--- config.mk ---
export PLATFORM = sky130hd
export DESIGN_NAME = ultrasonic_ranger
export DESIGN_NICKNAME = d
export VERILOG_FILES = /design/src/rtl/ultrasonic_ranger.sv
export SDC_FILE = /design/constraint.sdc
export NUM_CORES = 1
export LEC_CHECK = 0
export CAP_MARGIN = 20
export CORE_MARGIN = 5
export CORE_UTILIZATION = 35
export CTS_CLUSTER_DIAMETER = 120
export DETAILED_ROUTE_END_ITERATION = 10
export REMOVE_ABC_BUFFERS = 1
export SLEW_MARGIN = 30
export SYNTH_ARGS = -nofsm -noshare
export SYNTH_HDL_FRONTEND = slang
export SYNTH_SLANG_ARGS = --single-unit
export TNS_END_PERCENT = 50
--- constraint.sdc ---
create_clock -name clk -period 3.8 [get_ports clk]
set_clock_uncertainty 0.05 [all_clocks]
set_input_delay 0.57 -clock clk [delete_from_list [all_inputs] [get_ports clk]]
set_output_delay 0.57 -clock clk [all_outputs]
set_load 0.05 [all_outputs]
--- src/rtl/ultrasonic_ranger.sv ---
// Round-robin HC-SR04-class range finder: triggers one sensor at a time, times its echo
// in microseconds with a timeout, and keeps a per-channel near flag with hysteresis.
module ultrasonic_ranger #(
  parameter int CLK_HZ      = 64_000_000,
  parameter int N_CH        = 4,
  parameter int TRIG_US     = 10,
  parameter int ECHO_MAX_US = 30000,
  parameter int HOLDOFF_US  = 10000,
  parameter int HYST_US     = 100,
  parameter int W           = $clog2(ECHO_MAX_US + 1),
  localparam int CH_W       = (N_CH > 1) ? $clog2(N_CH) : 1
) (
  input  logic            clk,
  input  logic            rst,
  input  logic            enable,
  input  logic [W-1:0]    thresh_us,
  input  logic [N_CH-1:0] echo,
  output logic [N_CH-1:0] trigger,
  output logic            res_valid,
  output logic [CH_W-1:0] res_ch,
  output logic [W-1:0]    res_us,
  output logic            res_timeout,
  output logic [N_CH-1:0] near,
  output logic            busy
);

  localparam int US_DIV = CLK_HZ / 1_000_000;
  localparam int PW     = (US_DIV > 1) ? $clog2(US_DIV) : 1;
  localparam int T_A    = (TRIG_US > HOLDOFF_US) ? TRIG_US : HOLDOFF_US;
  localparam int T_MAX  = (T_A > ECHO_MAX_US) ? T_A : ECHO_MAX_US;
  localparam int TW     = $clog2(T_MAX + 1);

  typedef enum logic [2:0] {IDLE, TRIG, WAIT_RISE, MEASURE, HOLDOFF} state_t;

  state_t          state;
  logic [CH_W-1:0] ch;
  logic [PW-1:0]   pre;
  logic [TW-1:0]   tcnt;
  logic [W-1:0]    width_cnt;
  logic [W-1:0]    width_next;
  logic [N_CH-1:0] echo_p0, echo_p1, echo_p2;
  logic [N_CH-1:0] rise, fall;
  logic            tick;

  function automatic logic [W-1:0] sat_inc(input logic [W-1:0] v, input logic inc);
    if (inc && (v != W'(ECHO_MAX_US))) return v + W'(1);
    return v;
  endfunction

  function automatic logic near_upd(input logic cur, input logic [W-1:0] us,
                                    input logic tmo, input logic [W-1:0] thr);
    logic [W:0] clr_lvl;
    clr_lvl = {1'b0, thr} + (W+1)'(HYST_US);
    if (tmo) return 1'b0;
    if (us < thr) return 1'b1;
    if ({1'b0, us} >= clr_lvl) return 1'b0;
    return cur;
  endfunction

  // stage p0/p1: two-flop synchronizer; p2: delayed copy for edge detection
  always_ff @(posedge clk) begin
    echo_p0 <= echo;
    echo_p1 <= echo_p0;
    echo_p2 <= echo_p1;
  end

  assign rise       = echo_p1 & ~echo_p2;
  assign fall       = ~echo_p1 & echo_p2;
  assign tick       = (pre == PW'(US_DIV - 1));
  assign width_next = sat_inc(width_cnt, tick);

  // Prescaler and tick counter restart on every state change so each phase starts on a clean us boundary.
  always_ff @(posedge clk) begin
    if (rst) begin
      state       <= IDLE;
      ch          <= '0;
      pre         <= '0;
      tcnt        <= '0;
      width_cnt   <= '0;
      trigger     <= '0;
      res_valid   <= 1'b0;
      res_ch      <= '0;
      res_us      <= '0;
      res_timeout <= 1'b0;
      near        <= '0;
      busy        <= 1'b0;
    end else begin
      res_valid <= 1'b0;
      trigger   <= (state == TRIG) ? (N_CH'(1) << ch) : '0;
      if (tick) begin
        pre  <= '0;
        tcnt <= tcnt + TW'(1);
      end else begin
        pre  <= pre + PW'(1);
      end
      case (state)
        IDLE: begin
          if (enable) begin
            state <= TRIG;
            busy  <= 1'b1;
            pre   <= '0;
            tcnt  <= '0;
          end
        end
        TRIG: begin
          if (tick && (tcnt == TW'(TRIG_US - 1))) begin
            state <= WAIT_RISE;
            pre   <= '0;
            tcnt  <= '0;
          end
        end
        WAIT_RISE: begin
          if (rise[ch]) begin
            state     <= MEASURE;
            pre       <= '0;
            tcnt      <= '0;
            width_cnt <= '0;
          end else if (tick && (tcnt == TW'(ECHO_MAX_US - 1))) begin
            state       <= HOLDOFF;
            pre         <= '0;
            tcnt        <= '0;
            res_valid   <= 1'b1;
            res_ch      <= ch;
            res_us      <= W'(ECHO_MAX_US);
            res_timeout <= 1'b1;
            near[ch]    <= 1'b0;
          end
        end
        MEASURE: begin
          width_cnt <= width_next;
          // A fall on the saturating cycle still counts as a valid measurement.
          if (fall[ch] || (width_next == W'(ECHO_MAX_US))) begin
            state       <= HOLDOFF;
            pre         <= '0;
            tcnt        <= '0;
            res_valid   <= 1'b1;
            res_ch      <= ch;
            res_us      <= width_next;
            res_timeout <= ~fall[ch];
            near[ch]    <= near_upd(near[ch], width_next, ~fall[ch], thresh_us);
          end
        end
        HOLDOFF: begin
          if (tick && (tcnt == TW'(HOLDOFF_US - 1))) begin
            state <= IDLE;
            busy  <= 1'b0;
            pre   <= '0;
            tcnt  <= '0;
            ch    <= (ch == CH_W'(N_CH - 1)) ? '0 : ch + CH_W'(1);
          end
        end
        default: begin
          state <= IDLE;
          busy  <= 1'b0;
        end
      endcase
    end
  end

endmodule

==> results of run 1 <==
[area by class of cell]
class | instances | area, um^2 | area share [%]
inverter | 39 | 146 | 2.39
multi-input combinational | 447 | 3080 | 50.2
timing repair buffer | 85 | 756 | 12.3
clock inverter | 7 | 85.1 | 1.39
clock buffer | 9 | 225 | 3.67
sequential | 81 | 1620 | 26.4
tap | 180 | 225 | 3.67
[kinds of logic (layout without fill, tap and decap cells)]
logic type / after synthesis / after routing / share of synthesized area [%]
AND/OR/NAND/NOR: 228 / 228 / 24.5
adder cells (fa/ha/maj): 38 / 38 / 9.61
flip-flops: 81 / 81 / 32.8
multiplexers: 4 / 4 / 1.64
AO/OA/AOI/OAI: 134 / 134 / 18.2
XOR/XNOR: 43 / 43 / 7.61
buffers and inverters: 65 / 140 / 5.67
[state kept, by name, indices dropped and copies added (netlist names), 3 cells and up]
name       flops
res_us        15
echo_p0        4
width_cnt     15
pre            6
echo_p1        4
echo_p2        4
state          3
near           4
trigger        4
tcnt          15
[through the flow]
stage,util (%),TNS (ps),cells
2_1_floorplan,-,0,567
3_3_place_gp,41.7,0,831
3_5_place_dp,41.7,0,831
4_1_cts,44.0,0,847
5_1_grt,44.2,-45.7,848
6_report,44.2,0,848
[how the worst max path moves through the flow]
stage | startpoint | to | slack [ps] | cells past startpoint
2_1_floorplan | pre[0]$_SDFF_PP0_ | near[0]$_SDFFE_PP0P_ | 640 | 15
3_3_place_gp | thresh_us[3] | near[2]$_SDFFE_PP0P_ | 160 | 17
3_5_place_dp | thresh_us[3] | near[3]$_SDFFE_PP0P_ | 80 | 17
4_1_cts | width_cnt[1]$_SDFFE_PP0P_ | near[3]$_SDFFE_PP0P_ | 40 | 17
5_1_grt | pre[0]$_SDFF_PP0_ | near[3]$_SDFFE_PP0P_ | -50 | 16
6_report | width_cnt[1]$_SDFFE_PP0P_ | near[3]$_SDFFE_PP0P_ | 280 | 17
[metal layers]
layer | routed length, um | track usage [%]
met1 | 6080 | 21.5
met2 | 6650 | 28.8
met3 | 618 | 2.45
met4 | 318 | 6.05
met5 | 0 | 0
[what timing repair did]
action | CTS | global route
pin swaps | 0 | 1
gates resized for setup | 1 | 5
setup buffers | 0 | 1
endpoints found under the setup margin | 1 | 4
[cell usage in the layout, fill, tap and decap left out, types with 3 or more instances in the layout]
master / synthesis / final
or3_1: 5 / 5
nand2_1: 38 / 38
nor2_2: 11 / 12
nor3_1: 14 / 14
buf_4: 0 / 36
o211ai_1: 4 / 4
and3_1: 4 / 4
inv_1: 39 / 39
a21o_1: 7 / 7
ha_1: 38 / 38
nor2_1: 59 / 58
o21ai_0: 26 / 26
nor4_2: 3 / 3
and2_1: 3 / 3
nand4_1: 17 / 17
a311oi_1: 4 / 4
nand3_1: 21 / 21
xnor2_1: 25 / 25
nand2b_1: 3 / 3
a211oi_1: 9 / 9
o31ai_1: 7 / 7
clkdlybuf4s50_1: 0 / 48
nor2b_1: 12 / 12
a31oi_1: 7 / 7
o211a_1: 7 / 7
nor4_1: 15 / 14
xor2_1: 18 / 17
a41o_1: 4 / 4
dfxtp_1: 81 / 81
clkbuf_16: 0 / 9
or4_1: 3 / 3
a21oi_1: 39 / 39
[power by group through the flow]
| stage | clock network, W | logic, W | registers (W) |
|---|---|---|---|
| floorplan | 0 | 0.000313 | 0.000983 |
| global placement | 0 | 0.000556 | 0.000945 |
| detailed placement | 0 | 0.000562 | 0.000947 |
| CTS | 0.000933 | 0.000565 | 0.000928 |
| global route | 0.000969 | 0.000616 | 0.000935 |
| finish | 0.000917 | 0.000562 | 0.000928 |
==> flow_summary.yaml, run 1 <==
finish:
  fillers: 1404
  layout-drive-gt1-share_pct: 13.5
  nets: 723
  antenna_cells: 0
  syn_to_final_growth_pct: 24.1
  post-route-cell-area_mm2: 0.00614
setup_path:
  cp_top_family: "compound AO/OA/AOI/OAI gates"
  critPathMaxStageDelay_ps: 440
  r2r_start: "width_cnt[1]$_SDFFE_PP0P_"
  critical_path.cell_chain: "inv_1 > ha_1 > nand4b_1 > nor4_4 > nor2_2 > a21boi_1 > inv_1 > ha_1 > nor2b_1 > o31ai_1 > a21oi_1 > o21ai_0 > a211oi_1 > o41ai_2 > buf_4 > o21ai_0 > a21oi_1"
  r2r-end: "near[3]$_SDFFE_PP0P_"
  reg2reg_depth: 17
  critical_path_required_ps: 4020
  arrival_ps: 3740
  end_kind: "flip-flop"
  start_kind: "flip-flop"
  critPathBufInv: 3
  cp_max_fo: 8
  reg2reg_setup_slack_ps: 280
  cp_slowest_cell: "nor4_4"
  crit_type: "flip-flop to flip-flop"
cts:
  insertion_delay_ps: 340
  cts_tree: "built"
  htreeDepth: 3
  cts.clk_slew.worst_paths_ps: 70
  max-clock-path-buffers: 2
  cts_sinks: 81
  cts_hold_buf: 0
  numCtsBuffers: 9
  cts_root_buf: "clkbuf_16"
global_routing:
  overflow: 0
  grt_pass1_wl_um: 22700
  antenna_found_initial: 0
  first_global_vias: 4545
  grt_max_degree: 48
  grt_usage_pct: 16.8
route:
  wl_per_cell_um: 16.1
  firstDrtPassIters: 5
  wirelength_um: 13700
  viasPerCell: 5.38
  drt_iter0_drc: 239
  drc: 0
  vias: 4566
  ant_nets: 0
power:
  p_per_area_mw_per_mm2: 392
  seqPwrFrac_pct: 38.6
  ir_worst_vdd_v: 0.000242
  power.switching_w: 0.000814
  pwr-share-comb_pct: 23.3
  p_int_w: 0.00159
  swShare_pct: 33.8
  p_leak_nw: 2.47
  clockPowerShare_pct: 38.1
  totalPowerFinal_w: 0.00241
logic_synthesis:
  async_reset_ff_share_pct: 0
  yosysTopAreaCell: "dfxtp_1"
  synth_top_area_share_pct: 32.8
  syn_area_mm2: 0.00495
  ys_seq_area_share_pct: 32.8
  ys.flop_type: "dfxtp_1"
  yosysWarnings: 0
  syn_inst: 593
  ys_top_cells_by_count: "dfxtp_1 (81), nor2_1 (59), a21oi_1 (39), inv_1 (39)"
  synth_top_cells_by_area: "dfxtp_1 (33%), ha_1 (9.6%), nor2_1 (4.5%)"
  yosysUniqueCellTypes: 68
  synth-edff-count: 0
  ys_ff_latch: 81
  synth_most_common_cell: "dfxtp_1"
  avgSynthCellArea_um2: 8.34
timing:
  slew_headroom_pct: 48.2
  worst_pin_slew_ps: 774
  finalSetupViolations: 0
  hold_violations: 0
  fin_crit_sh_pct: 92.6
  hold_slack_ps: 278
  fin_crit_ps: 3520
  report.final.slew_viol_count: 0
  max_freq_mhz: 284
  finalWorstSetupSlack_ps: 281
placement:
  dp_hpwl_um: 10300
  placed_area_mm2: 0.00579
  place.gp.congestion: 0.931
  place_ws_ps: 83.6
  numPortBuffers: 49
flow_run:
  maxCapViolations: 0
die:
  chipHeight_um: 129
  start_util_pct: 35.6
  ios: 50
  core_area_mm2: 0.0139
  row_count: 43
  die-width_um: 129
  die_area_mm2: 0.0166
status:
  status: "finished clean"
hold_path:
  hp-class: "flip-flop to flip-flop"
  hold_start: "echo_p0[3]$_DFF_P_"
  hold_depth: 0
  hold_end: "echo_p1[3]$_DFF_P_"
Power figures use the tool's default switching activity.
==> run 2: changes to the inputs <==
Settings changed: CORE_MARGIN 5 to 2.
==> run 2 against run 1 <==
Global-route usage increased by 1.3 points. Final cell count increased by 0.59%. Fmax increased by 1.6%. Power decreased by 0.20%. Wire length decreased by 1.9%. Final area increased by 0.79%. Via count increased by 0.39%. Non-clock buffer count increased by 5. Critical path depth unchanged. Critical endpoint unchanged. Largest power group unchanged. Highest routed layer unchanged.
==> flow_summary.yaml, run 2 (synthesis results as in run 1) <==
status:
  status: "finished clean"
route:
  ant_nets: 0
  wirelength_um: 13400
  drc: 0
  wl_per_cell_um: 15.7
  firstDrtPassIters: 5
  viasPerCell: 5.37
  vias: 4584
  drt_iter0_drc: 253
placement:
  numPortBuffers: 49
  dp_hpwl_um: 9990
  place.gp.congestion: 0.899
  placed_area_mm2: 0.00581
  place_ws_ps: 78.5
  dp_cells: 834
finish:
  nets: 728
  final_cell_mix: "dfxtp_1 (81), nor2_1 (59), clkdlybuf4s50_1 (48), buf_4 (41)"
  syn_to_final_growth_pct: 25.0
  final_common_cell: "dfxtp_1"
  antenna_cells: 0
  final_core_util_pct: 44.7
  post-route-cell-area_mm2: 0.00619
  final_cells: 853
  layout-drive-gt1-share_pct: 14.3
  largest_registers: "res_us (15), tcnt (15), width_cnt (15)"
global_routing:
  grt_usage_pct: 18.1
  grt_pass1_wl_um: 21600
  grt_max_degree: 48
  first_global_vias: 4476
  antenna_found_initial: 0
  overflow: 0
cts:
  cts.clk_slew.worst_paths_ps: 60
  numCtsBuffers: 9
  max-clock-path-buffers: 2
  cts_sinks: 81
  htreeDepth: 3
  cts_tree: "built"
  insertion_delay_ps: 340
  cts_root_buf: "clkbuf_16"
timing:
  max_freq_mhz: 289
  fin_crit_ps: 3460
  finalSetupViolations: 0
  report.final.slew_viol_count: 0
  finalWorstSetupSlack_ps: 336
  hold_violations: 0
  worst_pin_slew_ps: 799
  fin_crit_sh_pct: 91.2
  slew_headroom_pct: 46.5
setup_path:
  cp_top_family: "compound AO/OA/AOI/OAI gates"
  critical_path.cell_chain: "inv_1 > ha_1 > nand4b_1 > nor4_4 > buf_4 > nor4_2 > and3_1 > xor2_1 > ha_1 > a211oi_1 > o21ai_0 > o211ai_1 > a21oi_1 > o41ai_2 > buf_4 > o21ai_0 > a21oi_1"
  cp_slowest_cell: "nor4_4"
  reg2reg_depth: 17
  critPathBufInv: 3
  arrival_ps: 3690
  cp-endpoint: "near[3]$_SDFFE_PP0P_"
  r2r_start: "width_cnt[0]$_SDFFE_PP0P_"
  end_kind: "flip-flop"
  reg2reg_setup_slack_ps: 340
  cp_max_fo: 6
  critPathMaxStageDelay_ps: 370
  r2r-end: "near[3]$_SDFFE_PP0P_"
  startpoint: "width_cnt[0]$_SDFFE_PP0P_"
  crit_type: "flip-flop to flip-flop"
  cp.depth: 17
  critical_path_required_ps: 4020
  start_kind: "flip-flop"
die:
  row_count: 43
  die_area_mm2: 0.0151
  core_area_mm2: 0.0138
  ios: 50
  die-width_um: 123
  chipHeight_um: 123
  start_util_pct: 35.8
hold_path:
  hold_start: "echo_p0[2]$_DFF_P_"
  hp-class: "flip-flop to flip-flop"
flow_run:
  maxCapViolations: 0
power:
  p_leak_nw: 2.50
  ir_worst_vdd_v: 0.000282
  p_per_area_mw_per_mm2: 388
[run 2: repair_timing]
item	4_1_cts	5_1_grt
buffers inserted	0	3
setup endpoints to repair	0	4
hold endpoints to repair	0	0
hold buffers	0	0
gates resized for setup	0	9
[run 2: how the worst min path moves through the flow]
stage,to,slack [ps],cells past startpoint
3_5_place_dp,echo_p1[1]$_DFF_P_,270,0
4_1_cts,echo_p1[1]$_DFF_P_,280,0
5_1_grt,echo_p1[1]$_DFF_P_,280,0
6_report,echo_p1[2]$_DFF_P_,280,0
3_3_place_gp,echo_p1[0]$_DFF_P_,260,0
2_1_floorplan,echo_p1[0]$_DFF_P_,260,0
[run 2: routing by layer]
| metal | global-route usage [%] | routed length [um] | part of all wire, % |
|---|---|---|---|
| met5 | 0 | 0 | 0 |
| met4 | 7.76 | 368 | 2.7 |
| met3 | 2.72 | 582 | 4.3 |
| met2 | 30.1 | 6380 | 48 |
| met1 | 23.3 | 6080 | 45 |
[run 2: where the power goes]
part | switching, W | internal (W)
sequential | 0.0000397 | 0.000888
combinational | 0.000377 | 0.000182
clock | 0.000380 | 0.000535
[run 2: worst reg2reg max path, delay by kind of cell (launching register included)]
family	cells	cell delay [ps]
adders and majority gates	2	390
and+or+nand+nor	4	830
AOI/OAI and AO/OA	7	1100
xor gates and xnor gates	1	210
DFF	1	350
buffers and inverters	3	460
[run 2: stage by stage]
step / TNS (ps) / power, W / hold slack [ps]
after floorplan: 0 / 0.00130 / 260
after global routing: -7.60 / 0.00251 / 283
after detailed placement: 0 / 0.00151 / 267
after CTS: 0 / 0.00242 / 282
after global placement: 0 / 0.00150 / 261
final: 0 / 0.00240 / 278
[run 2: area by class of cell]
cell class                      instances  area [um^2]
Multi-Input combinational cell        447         3090
Clock buffer                           10          239
Clock inverter                          6         73.8
Sequential cell                        81         1620
Inverter                               39          146
Timing Repair Buffer                   90          793
Tap cell                              180          225
Fill cell                            1331         7640
